**src/rtl/sort_pkg.sv**
```systemverilog
// Shared types and ASCII helpers for the sorted-result UART reporter.
// SORT_TX_PARITY_EN adds the even-parity serializer state.
package sort_pkg;

  typedef enum logic [2:0] {
    M_IDLE,
    M_LOAD,
    M_SEND,
    M_WAIT,
    M_DONE
  } msg_state_t;

  typedef enum logic [2:0] {
    S_IDLE,
    S_START,
    S_DATA,
`ifdef SORT_TX_PARITY_EN
    S_PAR,
`endif
    S_STOP
  } ser_state_t;

  typedef enum logic [1:0] {
    K_DIG,
    K_SP,
    K_CR,
    K_LF
  } kind_t;

  localparam logic [7:0] ASCII_SP = 8'h20;
  localparam logic [7:0] ASCII_CR = 8'h0D;
  localparam logic [7:0] ASCII_LF = 8'h0A;

  function automatic logic [7:0] hex_to_ascii(
    input logic [3:0] n
  );
    return (n < 4'd10) ? (8'h30 + {4'h0, n})
                       : (8'h37 + {4'h0, n});
  endfunction

endpackage

```
**src/rtl/sorted_result_tx_if.sv**
```systemverilog
// Handshake/data bundle between the sort machine top
// level and the result reporter.
interface sorted_result_tx_if #(
  parameter int NUM_ELEMS = 4,
  parameter int ELEM_W    = 4
);
  logic                          start;
  logic [NUM_ELEMS*ELEM_W-1:0]   elems;
  logic                          busy;
  logic                          done;
  logic                          txd;

  modport master (
    output start, elems,
    input  busy, done, txd
  );

  modport slave (
    input  start, elems,
    output busy, done, txd
  );
endinterface

```
**src/rtl/sorted_result_tx_uart_tx_byte.sv**
```systemverilog
// One-byte UART framer (START, 8 data LSB first, STOP).
// SORT_TX_PARITY_EN inserts an even-parity bit before STOP.
module uart_tx_byte
  import sort_pkg::*;
#(
  parameter int CLK_HZ = 50_000_000,
  parameter int BAUD   = 115_200
) (
  input  logic       clk,
  input  logic       rst,
  input  logic       byte_valid,
  input  logic [7:0] byte_data,
  output logic       byte_ready,
  output logic       byte_done,
  output logic       txd
);

  localparam int DIV = CLK_HZ / BAUD;
  localparam int CW  = (DIV > 1) ? $clog2(DIV) : 1;

  ser_state_t    state, nxt;
  logic [CW-1:0] cnt;
  logic [2:0]    bit_i;
  logic [7:0]    data_q;
  logic          txd_d;
  logic          bit_end;

  assign bit_end = (cnt == CW'(DIV - 1));

  always_ff @(posedge clk or posedge rst) begin
    if (rst) state <= S_IDLE;
    else     state <= nxt;
  end

  always_comb begin
    nxt = state;
    unique case (state)
      S_IDLE:  if (byte_valid) nxt = S_START;
      S_START: if (bit_end) nxt = S_DATA;
`ifdef SORT_TX_PARITY_EN
      S_DATA:  if (bit_end && bit_i == 3'd7) nxt = S_PAR;
      S_PAR:   if (bit_end) nxt = S_STOP;
`else
      S_DATA:  if (bit_end && bit_i == 3'd7) nxt = S_STOP;
`endif
      S_STOP:  if (bit_end) nxt = S_IDLE;
      default: nxt = S_IDLE;
    endcase
  end

  always_comb begin
    txd_d      = 1'b1;
    byte_ready = 1'b0;
    byte_done  = 1'b0;
    unique case (state)
      S_IDLE:  byte_ready = 1'b1;
      S_START: txd_d = 1'b0;
      S_DATA:  txd_d = data_q[bit_i];
`ifdef SORT_TX_PARITY_EN
      S_PAR:   txd_d = ^data_q;
`endif
      S_STOP:  byte_done = bit_end;
      default: txd_d = 1'b1;
    endcase
  end

  // txd is registered, so every bit is shifted one cycle after its state
  always_ff @(posedge clk or posedge rst) begin
    if (rst) begin
      cnt    <= '0;
      bit_i  <= '0;
      data_q <= '0;
      txd    <= 1'b1;
    end else begin
      txd <= txd_d;
      if (state == S_IDLE) begin
        cnt   <= '0;
        bit_i <= '0;
        if (byte_valid) data_q <= byte_data;
      end else if (bit_end) begin
        cnt <= '0;
        if (state == S_DATA) bit_i <= bit_i + 3'd1;
      end else begin
        cnt <= cnt + 1'b1;
      end
    end
  end

endmodule

```
**src/rtl/sorted_result_tx.sv**
```systemverilog
// Snapshots the sorted registers and reports them as hex
// ASCII over UART; SORT_TX_PARITY_EN selects an 8E1 frame.
module sorted_result_tx
  import sort_pkg::*;
#(
  parameter int CLK_HZ    = 50_000_000,
  parameter int BAUD      = 115_200,
  parameter int NUM_ELEMS = 4,
  parameter int ELEM_W    = 4
) (
  input logic               clk,
  input logic               rst,
  sorted_result_tx_if.slave bus
);

  localparam int DIGITS = ELEM_W / 4;
  localparam int W      = NUM_ELEMS * ELEM_W;

  msg_state_t state, nxt;
  logic [W-1:0] snap;
  logic [3:0]   elem_i;
  logic [1:0]   dig_i;
  kind_t        kind;
  logic [3:0]   nib;
  logic [7:0]   byte_data;
  logic         byte_valid;
  logic         byte_ready;
  logic         byte_done;
  logic         last_elem;
  logic         last_dig;

  assign last_elem = (elem_i == 4'(NUM_ELEMS - 1));
  assign last_dig  = (dig_i == 2'(DIGITS - 1));

  // element i, digit d (MSB first) sits at nibble i*DIGITS + DIGITS-1-d
  assign nib = 4'(snap >> (4 * (int'(elem_i) * DIGITS
                                + DIGITS - 1 - int'(dig_i))));

  always_comb begin
    unique case (kind)
      K_DIG: byte_data = hex_to_ascii(nib);
      K_SP:  byte_data = ASCII_SP;
      K_CR:  byte_data = ASCII_CR;
      K_LF:  byte_data = ASCII_LF;
    endcase
  end

  always_ff @(posedge clk or posedge rst) begin
    if (rst) state <= M_IDLE;
    else     state <= nxt;
  end

  always_comb begin
    nxt = state;
    unique case (state)
      M_IDLE:  if (bus.start) nxt = M_LOAD;
      M_LOAD:  if (byte_ready) nxt = M_SEND;
      M_SEND:  if (byte_done) nxt = M_WAIT;
      M_WAIT:  nxt = (kind == K_LF) ? M_DONE : M_LOAD;
      M_DONE:  nxt = M_IDLE;
      default: nxt = M_IDLE;
    endcase
  end

  always_comb begin
    bus.busy   = (state == M_LOAD) || (state == M_SEND)
              || (state == M_WAIT);
    bus.done   = (state == M_DONE);
    byte_valid = (state == M_LOAD) && byte_ready;
  end

  always_ff @(posedge clk or posedge rst) begin
    if (rst) begin
      snap   <= '0;
      elem_i <= '0;
      dig_i  <= '0;
      kind   <= K_DIG;
    end else if (state == M_IDLE && bus.start) begin
      snap   <= bus.elems;
      elem_i <= '0;
      dig_i  <= '0;
      kind   <= K_DIG;
    end else if (state == M_WAIT) begin
      unique case (kind)
        K_DIG: begin
          if (last_dig) begin
            dig_i <= '0;
            kind  <= last_elem ? K_CR : K_SP;
          end else begin
            dig_i <= dig_i + 2'd1;
          end
        end
        K_SP: begin
          elem_i <= elem_i + 4'd1;
          kind   <= K_DIG;
        end
        K_CR: kind <= K_LF;
        K_LF: kind <= K_LF;
      endcase
    end
  end

  uart_tx_byte #(
    .CLK_HZ(CLK_HZ),
    .BAUD  (BAUD)
  ) u_tx (
    .clk       (clk),
    .rst       (rst),
    .byte_valid(byte_valid),
    .byte_data (byte_data),
    .byte_ready(byte_ready),
    .byte_done (byte_done),
    .txd       (bus.txd)
  );

endmodule

```
**src/flat_wrapper.sv**
```systemverilog
// flat-port wrapper written by rule: the top's interface ports become plain ports
module sorted_result_tx_flat import sort_pkg::*;
#(
  parameter int CLK_HZ    = 50_000_000,
  parameter int BAUD      = 115_200,
  parameter int NUM_ELEMS = 4,
  parameter int ELEM_W    = 4
)
  (clk, rst, bus_start, bus_elems, bus_busy, bus_done, bus_txd);
  sorted_result_tx_if #(.NUM_ELEMS(NUM_ELEMS), .ELEM_W(ELEM_W)) bus_i ();
  input logic clk;
  input logic rst;
  input wire logic [$bits(bus_i.start)-1:0] bus_start;
  input wire logic [$bits(bus_i.elems)-1:0] bus_elems;
  output wire logic [$bits(bus_i.busy)-1:0] bus_busy;
  output wire logic [$bits(bus_i.done)-1:0] bus_done;
  output wire logic [$bits(bus_i.txd)-1:0] bus_txd;
  assign bus_i.start = bus_start;
  assign bus_i.elems = bus_elems;
  assign bus_busy = bus_i.busy;
  assign bus_done = bus_i.done;
  assign bus_txd = bus_i.txd;
  sorted_result_tx #(.CLK_HZ(CLK_HZ), .BAUD(BAUD), .NUM_ELEMS(NUM_ELEMS), .ELEM_W(ELEM_W)) u_core (.clk(clk), .rst(rst), .bus(bus_i));
endmodule
```
**config.mk**
```make
export PLATFORM = sky130hd
export DESIGN_NAME = sorted_result_tx_flat
export DESIGN_NICKNAME = d
export VERILOG_FILES = /design/src/rtl/sort_pkg.sv /design/src/rtl/sorted_result_tx_if.sv /design/src/rtl/sorted_result_tx_uart_tx_byte.sv /design/src/rtl/sorted_result_tx.sv /design/src/flat_wrapper.sv
export SDC_FILE = /design/constraint.sdc
export NUM_CORES = 1
export LEC_CHECK = 0
export CORE_ASPECT_RATIO = 0.5
export CORE_UTILIZATION = 40
export DETAILED_ROUTE_END_ITERATION = 7
export GPL_TIMING_DRIVEN = 1
export PLACE_DENSITY = 0.62
export SLEW_MARGIN = 15
export SYNTH_ARGS = -nofsm -noshare
export SYNTH_HDL_FRONTEND = slang
export SYNTH_SLANG_ARGS = --single-unit
```
**constraint.sdc**
```tcl
create_clock -name clk -period 4.6 [get_ports clk]
set_clock_uncertainty 0.15 [all_clocks]
set_input_delay 0.92 -clock clk [delete_from_list [all_inputs] [get_ports clk]]
set_output_delay 0.92 -clock clk [all_outputs]
set_load 0.02 [all_outputs]
```
==> results of run 1 <==
==> path summary, 6_finish.rpt <==
kind | start | to | slack, ns | cells past startpoint
min in group asynchronous | rst | u_core.state[1] | 1.02 | 2
setup / recovery | u_core.elem_i[0] | u_core.u_tx.data_q[1] | 0.95 | 14
max in group asynchronous | rst | u_core.snap[12] | 2.64 | 2
hold reg to reg | u_core.snap[4] | u_core.snap[4] | 0.32 | 2
setup reg to reg | u_core.elem_i[0] | u_core.u_tx.data_q[1] | 0.95 | 14
hold / removal | u_core.snap[4] | u_core.snap[4] | 0.32 | 2
==> logic make-up after synthesis <==
kind of cell	after synthesis	synth area share [%]
AND/OR/NAND/NOR	142	24.0
flip-flops	49	45.4
AO/OA/AOI/OAI	35	8.75
buffers and inverters	25	3.61
adder cells (fa/ha/maj)	16	7.68
XOR/XNOR	12	4.44
multiplexers	10	6.15
==> where the power goes <==
group	internal (W)	switching, W
logic	0.0000239	0.0000205
registers	0.000441	0.00000851
clock network	0.000216	0.000160
total	0.000682	0.000189
==> layer usage <==
layer	track usage (%)	vias to the layer above
met5	0	-
met2	26.8	28
met1	21.8	938
met3	3.24	2
met4	3.85	0
li1	-	1005
==> sequential cells by signal (all words and copies together) (netlist names) <==
register            cells
u_core.u_tx.txd         1
u_core.state            3
u_core.u_tx.state       2
u_core.kind             2
u_core.dig_i            2
u_core.snap            16
u_core.u_tx.data_q      7
u_core.elem_i           4
u_core.u_tx.bit_i       3
u_core.u_tx.cnt         9
==> worst reg2reg max path, stage by stage (launching register included) <==
cell and delay, ns:
dfrtp_1 0.43, ha_1 0.32, inv_1 0.07, fa_1 0.43
and3_1 0.17, ha_1 0.28, or3b_1 0.34, mux2i_1 0.26
nand2_1 0.08, nor2_1 0.18, inv_1 0.07, ha_1 0.29
a2111oi_2 0.29, a21boi_1 0.11, o21ai_1 0.11
==> through the flow <==
step                      area [um^2]  worst slack, ns
after floorplan                  2700             1.17
after global placement           2990             1.04
after detailed placement         2990            0.965
after CTS                        3150            0.940
after global routing             3150            0.656
final                            3150            0.954
==> cells in the final DEF (no fill, tap or decap), types with 5 or more instances in the layout <==
cell type / netlist / final
nand2_1: 70 / 70
dfrtp_1: 48 / 48
nor2_1: 30 / 30
clkdlybuf4s50_1: 0 / 21
ha_1: 15 / 15
nand3_1: 14 / 14
inv_1: 14 / 13
a21oi_1: 11 / 11
o21ai_0: 8 / 8
xnor2_1: 6 / 6
nor3_1: 5 / 5
mux2i_1: 5 / 5
clkbuf_16: 0 / 5
==> layout make-up <==
| cell class | count | area [um^2] | share of cell area (%) |
|---|---|---|---|
| clock inverter | 2 | 13.8 | 0.438 |
| timing repair buffer | 22 | 218 | 6.92 |
| sequential | 49 | 1230 | 39.0 |
| inverter | 14 | 52.6 | 1.67 |
| multi-input combinational | 215 | 1390 | 44.0 |
| tap | 88 | 110 | 3.50 |
| clock buffer | 6 | 139 | 4.42 |
==> impl_metrics.csv, run 1 <==
group,metric,value,unit
sta,fmax,274,MHz
pwr,power.total,0.000871,W
detailed_routing,route.met2.wl,2310,um
yosys,synth-edff-count,0,
detailed_routing,vias_per_cell,4.98,
final_layout,area_growth,16.3,%
yosys,synth-seq-area-share,45.4,%
placement,place.gp.congestion,0.794,
floorplanning,core,6280,um^2
sta,hold_viol,0,
sta,slew_violations,0,
detailed_routing,met1_length,2640,um
pwr,power-per-cell-area,277,nW/um^2
final_layout,nNetsFinal,342,
sta,worst_pin_slew,0.992,ns
yosys,synth_most_common_cell,"nand2_1",
clocking,clk_pin_slew,0.07,ns
yosys,ys.flop_type,"dfrtp_1",
setup_path,end_kind,"flip-flop",
floorplanning,die-area,7110,um^2
setup_path,cp_top_family,"adder cells",
yosys,syn_avg_cell_area,9.36,um^2
sta,setup-tns-final,0,ns
clocking,cts_htree_levels,2,
setup_path,cp_num_buf_inv,2,
worst_hold_path,hp-class,"reg -> reg",
setup_path,criticalPathCategory,"reg -> reg",
clocking,cts_sinks,49,
flow_run,maxCapViolations,0,
placement,hpwlAfterDp,3650,um
detailed_routing,wire_per_inst,12.9,um
sta,hold_ws,0.321,ns
floorplanning,fp.dieW,118,um
clocking,cts_hold_buf,0,
setup_path,crit_required,4.67,ns
detailed_routing,wl_met3,162,um
detailed_routing,final_antenna_net_count,0,
clocking,cts-resized-gates,0,
final_layout,diodes,0,
global_routing,first_global_vias,1867,
yosys,synth.top_cell.area_share,44.4,%
sta,min_period,3.65,ns
global_routing,grt_usage,16.0,%
yosys,yosys.area.top_type,"dfrtp_1",
yosys,synth_cells,289,
sta,period_share,79.3,%
yosys,ys_async_sr_fraction,100,%
detailed_routing,top_layer_used,"met4",
pwr,leakagePower,1.48,nW
sta,relSlewSlack,33.8,%
detailed_routing,first_iter_violations,94,
detailed_routing,num_vias,1973,
clocking,root_buffer,"clkbuf_16",
final_layout,post-route-util,50.1,%
yosys,synth_area,2700,um^2
detailed_routing,drt-pass1-iter-count,4,
floorplanning,die_y,60.1,um
global_routing,grt-ovfl-total,0,
setup_path,path_cells,"ha_1 -> inv_1 -> fa_1 -> and3_1 -> ha_1 -> or3b_1 -> mux2i_1 -> nand2_1 -> nor2_1 -> inv_1 -> ha_1 -> a2111oi_2 -> a21boi_1 -> o21ai_1",
final_layout,layout-drive-gt1-share,8.44,%
yosys,synthTopCellsByArea,"dfrtp_1 44%, nand2_1 9.7%, ha_1 6.9%, nor2_1 4.2%, mux4_2 3.3%",
floorplanning,ios,22,
global_routing,antenna_found_initial,0,
setup_path,cp.arrival,3.71,ns
pwr,ir_drop,126,uV
floorplanning,num_rows,20,
clocking,cts-buffers-inserted,5,
detailed_routing,drcViolationCount,0,
setup_path,cp_common_cell,"ha_1",
setup_path,slowest_stage,"dfrtp_1",
clocking,cts_tree,"done",
clocking,cts_setup_buffers,0,
placement,dp.cells,388,
yosys,synth_cell_type_count,51,
floorplanning,start_util,43.0,%
yosys,ys_ff_latch,49,
clocking,cts_buffer_depth,2,
yosys,ys_top_cells_by_count,"70 x nand2_1, 48 x dfrtp_1, 30 x nor2_1",
placement,port_buffers,21,
yosys,syn-num-nets,324,
run_status,outcome,"complete, no violations",
setup_path,path_max_fanout,6,
sta,rsz0062_at_grt,"false",
global_routing,grt_max_degree,50,
detailed_routing,wl,5120,um
setup_path,crit_path_max_incr_delay,0.43,ns
setup_path,cp-start-kind,"flip-flop",
clocking,worstSkewPairLatency,0.29,ns
global_routing,grt_pass1_wl,8880,um
final_layout,instances_no_fill,396,
sta,setup_viol,0,
yosys,ys_warn_count,0,
final_layout,nFillCells,604,
(Power assumes the default switching activity.)
==> run 2: changes to the inputs <==
--- a/config.mk
+++ b/config.mk
@@ -9,7 +9,7 @@
 export CORE_UTILIZATION = 40
 export DETAILED_ROUTE_END_ITERATION = 7
 export GPL_TIMING_DRIVEN = 1
-export PLACE_DENSITY = 0.62
+export PLACE_DENSITY = 0.65
 export SLEW_MARGIN = 15
 export SYNTH_ARGS = -nofsm -noshare
 export SYNTH_HDL_FRONTEND = slang
==> constraint.sdc (replaced) <==
create_clock -name clk -period 3.3 [get_ports clk]
set_clock_uncertainty 0.15 [all_clocks]
set_input_delay 0.66 -clock clk [delete_from_list [all_inputs] [get_ports clk]]
set_output_delay 0.66 -clock clk [all_outputs]
set_load 0.02 [all_outputs]
==> run 2 against run 1 <==
Against the previous run: the flow now finishes with violations (setup timing); power increased by 48%; via count increased by 5.8%; sequential share of layout area decreased by 2.9 points; clock power increased by 58%; fmax increased by 7.9%; largest power group unchanged; critical path type unchanged; cell area increased by 8.1%; wire length increased by 8.5%; clock-buffer cell count decreased by 1; sequential power increased by 40%.
==> impl_metrics.csv, run 2 (same netlist as run 1, synthesis figures left out) <==
group,metric,value,unit
run_status,outcome,"finished with violations",
sta,setup_viol,1,
sta,setup-tns-final,-0.0774,ns
global_routing,grt_max_degree,24,
global_routing,first_global_vias,1886,
sta,period_share,102,%
detailed_routing,first_iter_violations,159,
sta,rsz0062_at_grt,"true",
floorplanning,core,6280,um^2
sta,fmax,296,MHz
detailed_routing,vias_per_cell,5.02,
detailed_routing,num_vias,2087,
floorplanning,start_util,43.0,%
sta,slew_violations,0,
flow_run,maxCapViolations,0,
final_layout,layout_commonest_cell,"nand2_1",
global_routing,antenna_found_initial,0,
worst_hold_path,hp-class,"reg -> reg",
clocking,cts_tree,"done",
detailed_routing,drt-pass1-iter-count,4,
sta,hold_ws,0.318,ns
floorplanning,fp.dieW,118,um
clocking,root_buffer,"clkbuf_16",
global_routing,grt-ovfl-total,0,
pwr,power-per-cell-area,379,nW/um^2
setup_path,crit_required,3.37,ns
sta,hold_viol,0,
clocking,cts_buffer_depth,2,
placement,dp_slack,-0.118,ns
sta,worst_pin_slew,0.798,ns
clocking,cts-buffers-inserted,5,
floorplanning,num_rows,20,
sta,relSlewSlack,46.7,%
setup_path,path_max_fanout,3,
final_layout,largest_reg_flops,16,
final_layout,post-route-util,54.1,%
clocking,cts_hold_buf,0,
floorplanning,die-area,7110,um^2
final_layout,nNetsFinal,362,
final_layout,diodes,0,
final_layout,largestRegisters,"u_core.snap: 16 flops, u_core.u_tx.cnt: 9 flops, u_core.u_tx.data_q: 7 flops",
global_routing,grt_usage,16.6,%
run_status,violations,"setup timing",
final_layout,area_growth,25.8,%
floorplanning,ios,22,
pwr,leakagePower,1.58,nW
placement,hpwlAfterDp,3830,um
setup_path,cp.arrival,3.45,ns
clocking,worstSkewPairLatency,0.29,ns
detailed_routing,wire_per_inst,13.4,um
placement,place.gp.congestion,0.785,
final_layout,nFillCells,536,
clocking,cts_htree_levels,2,
detailed_routing,final_antenna_net_count,0,
placement,port_buffers,21,
detailed_routing,wl,5560,um
sta,min_period,3.38,ns
pwr,power.total,0.00129,W
global_routing,grt_pass1_wl,9180,um
final_layout,regMostFlops,"u_core.snap",
clocking,clk_pin_slew,0.07,ns
final_layout,layout_common_cells,"69 x nand2_1, 48 x dfrtp_1, 29 x nor2_1, 21 x clkdlybuf4s50_1, 21 x buf_4",
final_layout,layout-drive-gt1-share,18.3,%
clocking,cts_sinks,49,
setup_path,criticalPathCategory,"reg -> reg",
pwr,ir_drop,271,uV
floorplanning,die_y,60.1,um
sta,fin_ws,-0.0774,ns
setup_path,end_kind,"flip-flop",
detailed_routing,drcViolationCount,0,
setup_path,cp-start-kind,"flip-flop",
## run 2: cell types whose count changed in the layout (fill, tap and decap cells not counted), moves of 3 or more
cell,previous run,this run
inv_1,13,9
inv_2,1,4
ha_4,0,3
buf_4,1,21
ha_1,15,11
## run 2: report_power, final
group / total (W) / internal (W) / switching (W) / leakage, nW
clock: 0.000593 / 0.000359 / 0.000234 / 0.0842
combinational: 0.0000663 / 0.0000354 / 0.0000309 / 0.894
sequential: 0.000628 / 0.000615 / 0.0000127 / 0.598
total: 0.00129 / 0.00101 / 0.000278 / 1.58
## run 2: critical path, cell delays in order, from the launching register on
cell and delay, ns:
dfrtp_1 0.43, inv_1 0.11, ha_2 0.19, inv_2 0.04
fa_2 0.36, and3_4 0.17, ha_4 0.26, or3b_1 0.35
mux2i_2 0.20, nand2_1 0.11, nor2_2 0.12, inv_2 0.06
ha_4 0.22, a2111oi_4 0.30, a21boi_1 0.12, o21ai_1 0.13
## run 2: layer usage
metal | part of all wire [%] | track usage (%) | wire length, um | vias to the layer above
li1 | - | - | - | 1051
met1 | 50 | 23.0 | 2790 | 993
met2 | 45 | 26.9 | 2520 | 35
met3 | 3.4 | 3.15 | 191 | 8
met4 | 1.0 | 4.40 | 57 | 0
met5 | 0 | 0 | 0 | -
## run 2: layout make-up
class                           count  area (um^2)  share of cell area [%]
Inverter                           14         55.1                    1.62
Sequential cell                    49         1230                    36.1
Clock buffer                        5          125                    3.68
Tap cell                           88          110                    3.24
Multi-Input combinational cell    215         1470                    43.3
Clock inverter                      3         43.8                    1.29
Timing Repair Buffer               42          368                    10.8
## run 2: worst paths after layout
path / from / cells after the start / slack [ns] / endpoint
worst max-delay path: u_core.elem_i[0] / 15 / -0.08 / u_core.u_tx.data_q[1]
worst min-delay path: u_core.snap[4] / 2 / 0.32 / u_core.snap[4]
worst max register to register: u_core.elem_i[0] / 15 / -0.08 / u_core.u_tx.data_q[1]
worst min register to register: u_core.snap[4] / 2 / 0.32 / u_core.snap[4]
max in group asynchronous: rst / 3 / 1.80 / u_core.u_tx.txd
min in group asynchronous: rst / 2 / 0.56 / u_core.u_tx.cnt[0]
## run 2: through the flow
step                cells  instance area [um^2]
floorplan             289                  2710
global route          416                  3400
CTS                   411                  3330
detailed placement    400                  3090
finish                416                  3400
global placement      400                  3090
## run 2: what timing repair did
| action | in CTS | in global routing |
|---|---|---|
| endpoints found under the setup margin | 3 | 3 |
| gates cloned | 0 | 0 |
| pin swaps | 1 | 5 |
| resized for setup | 8 | 7 |
| setup buffers | 3 | 5 |
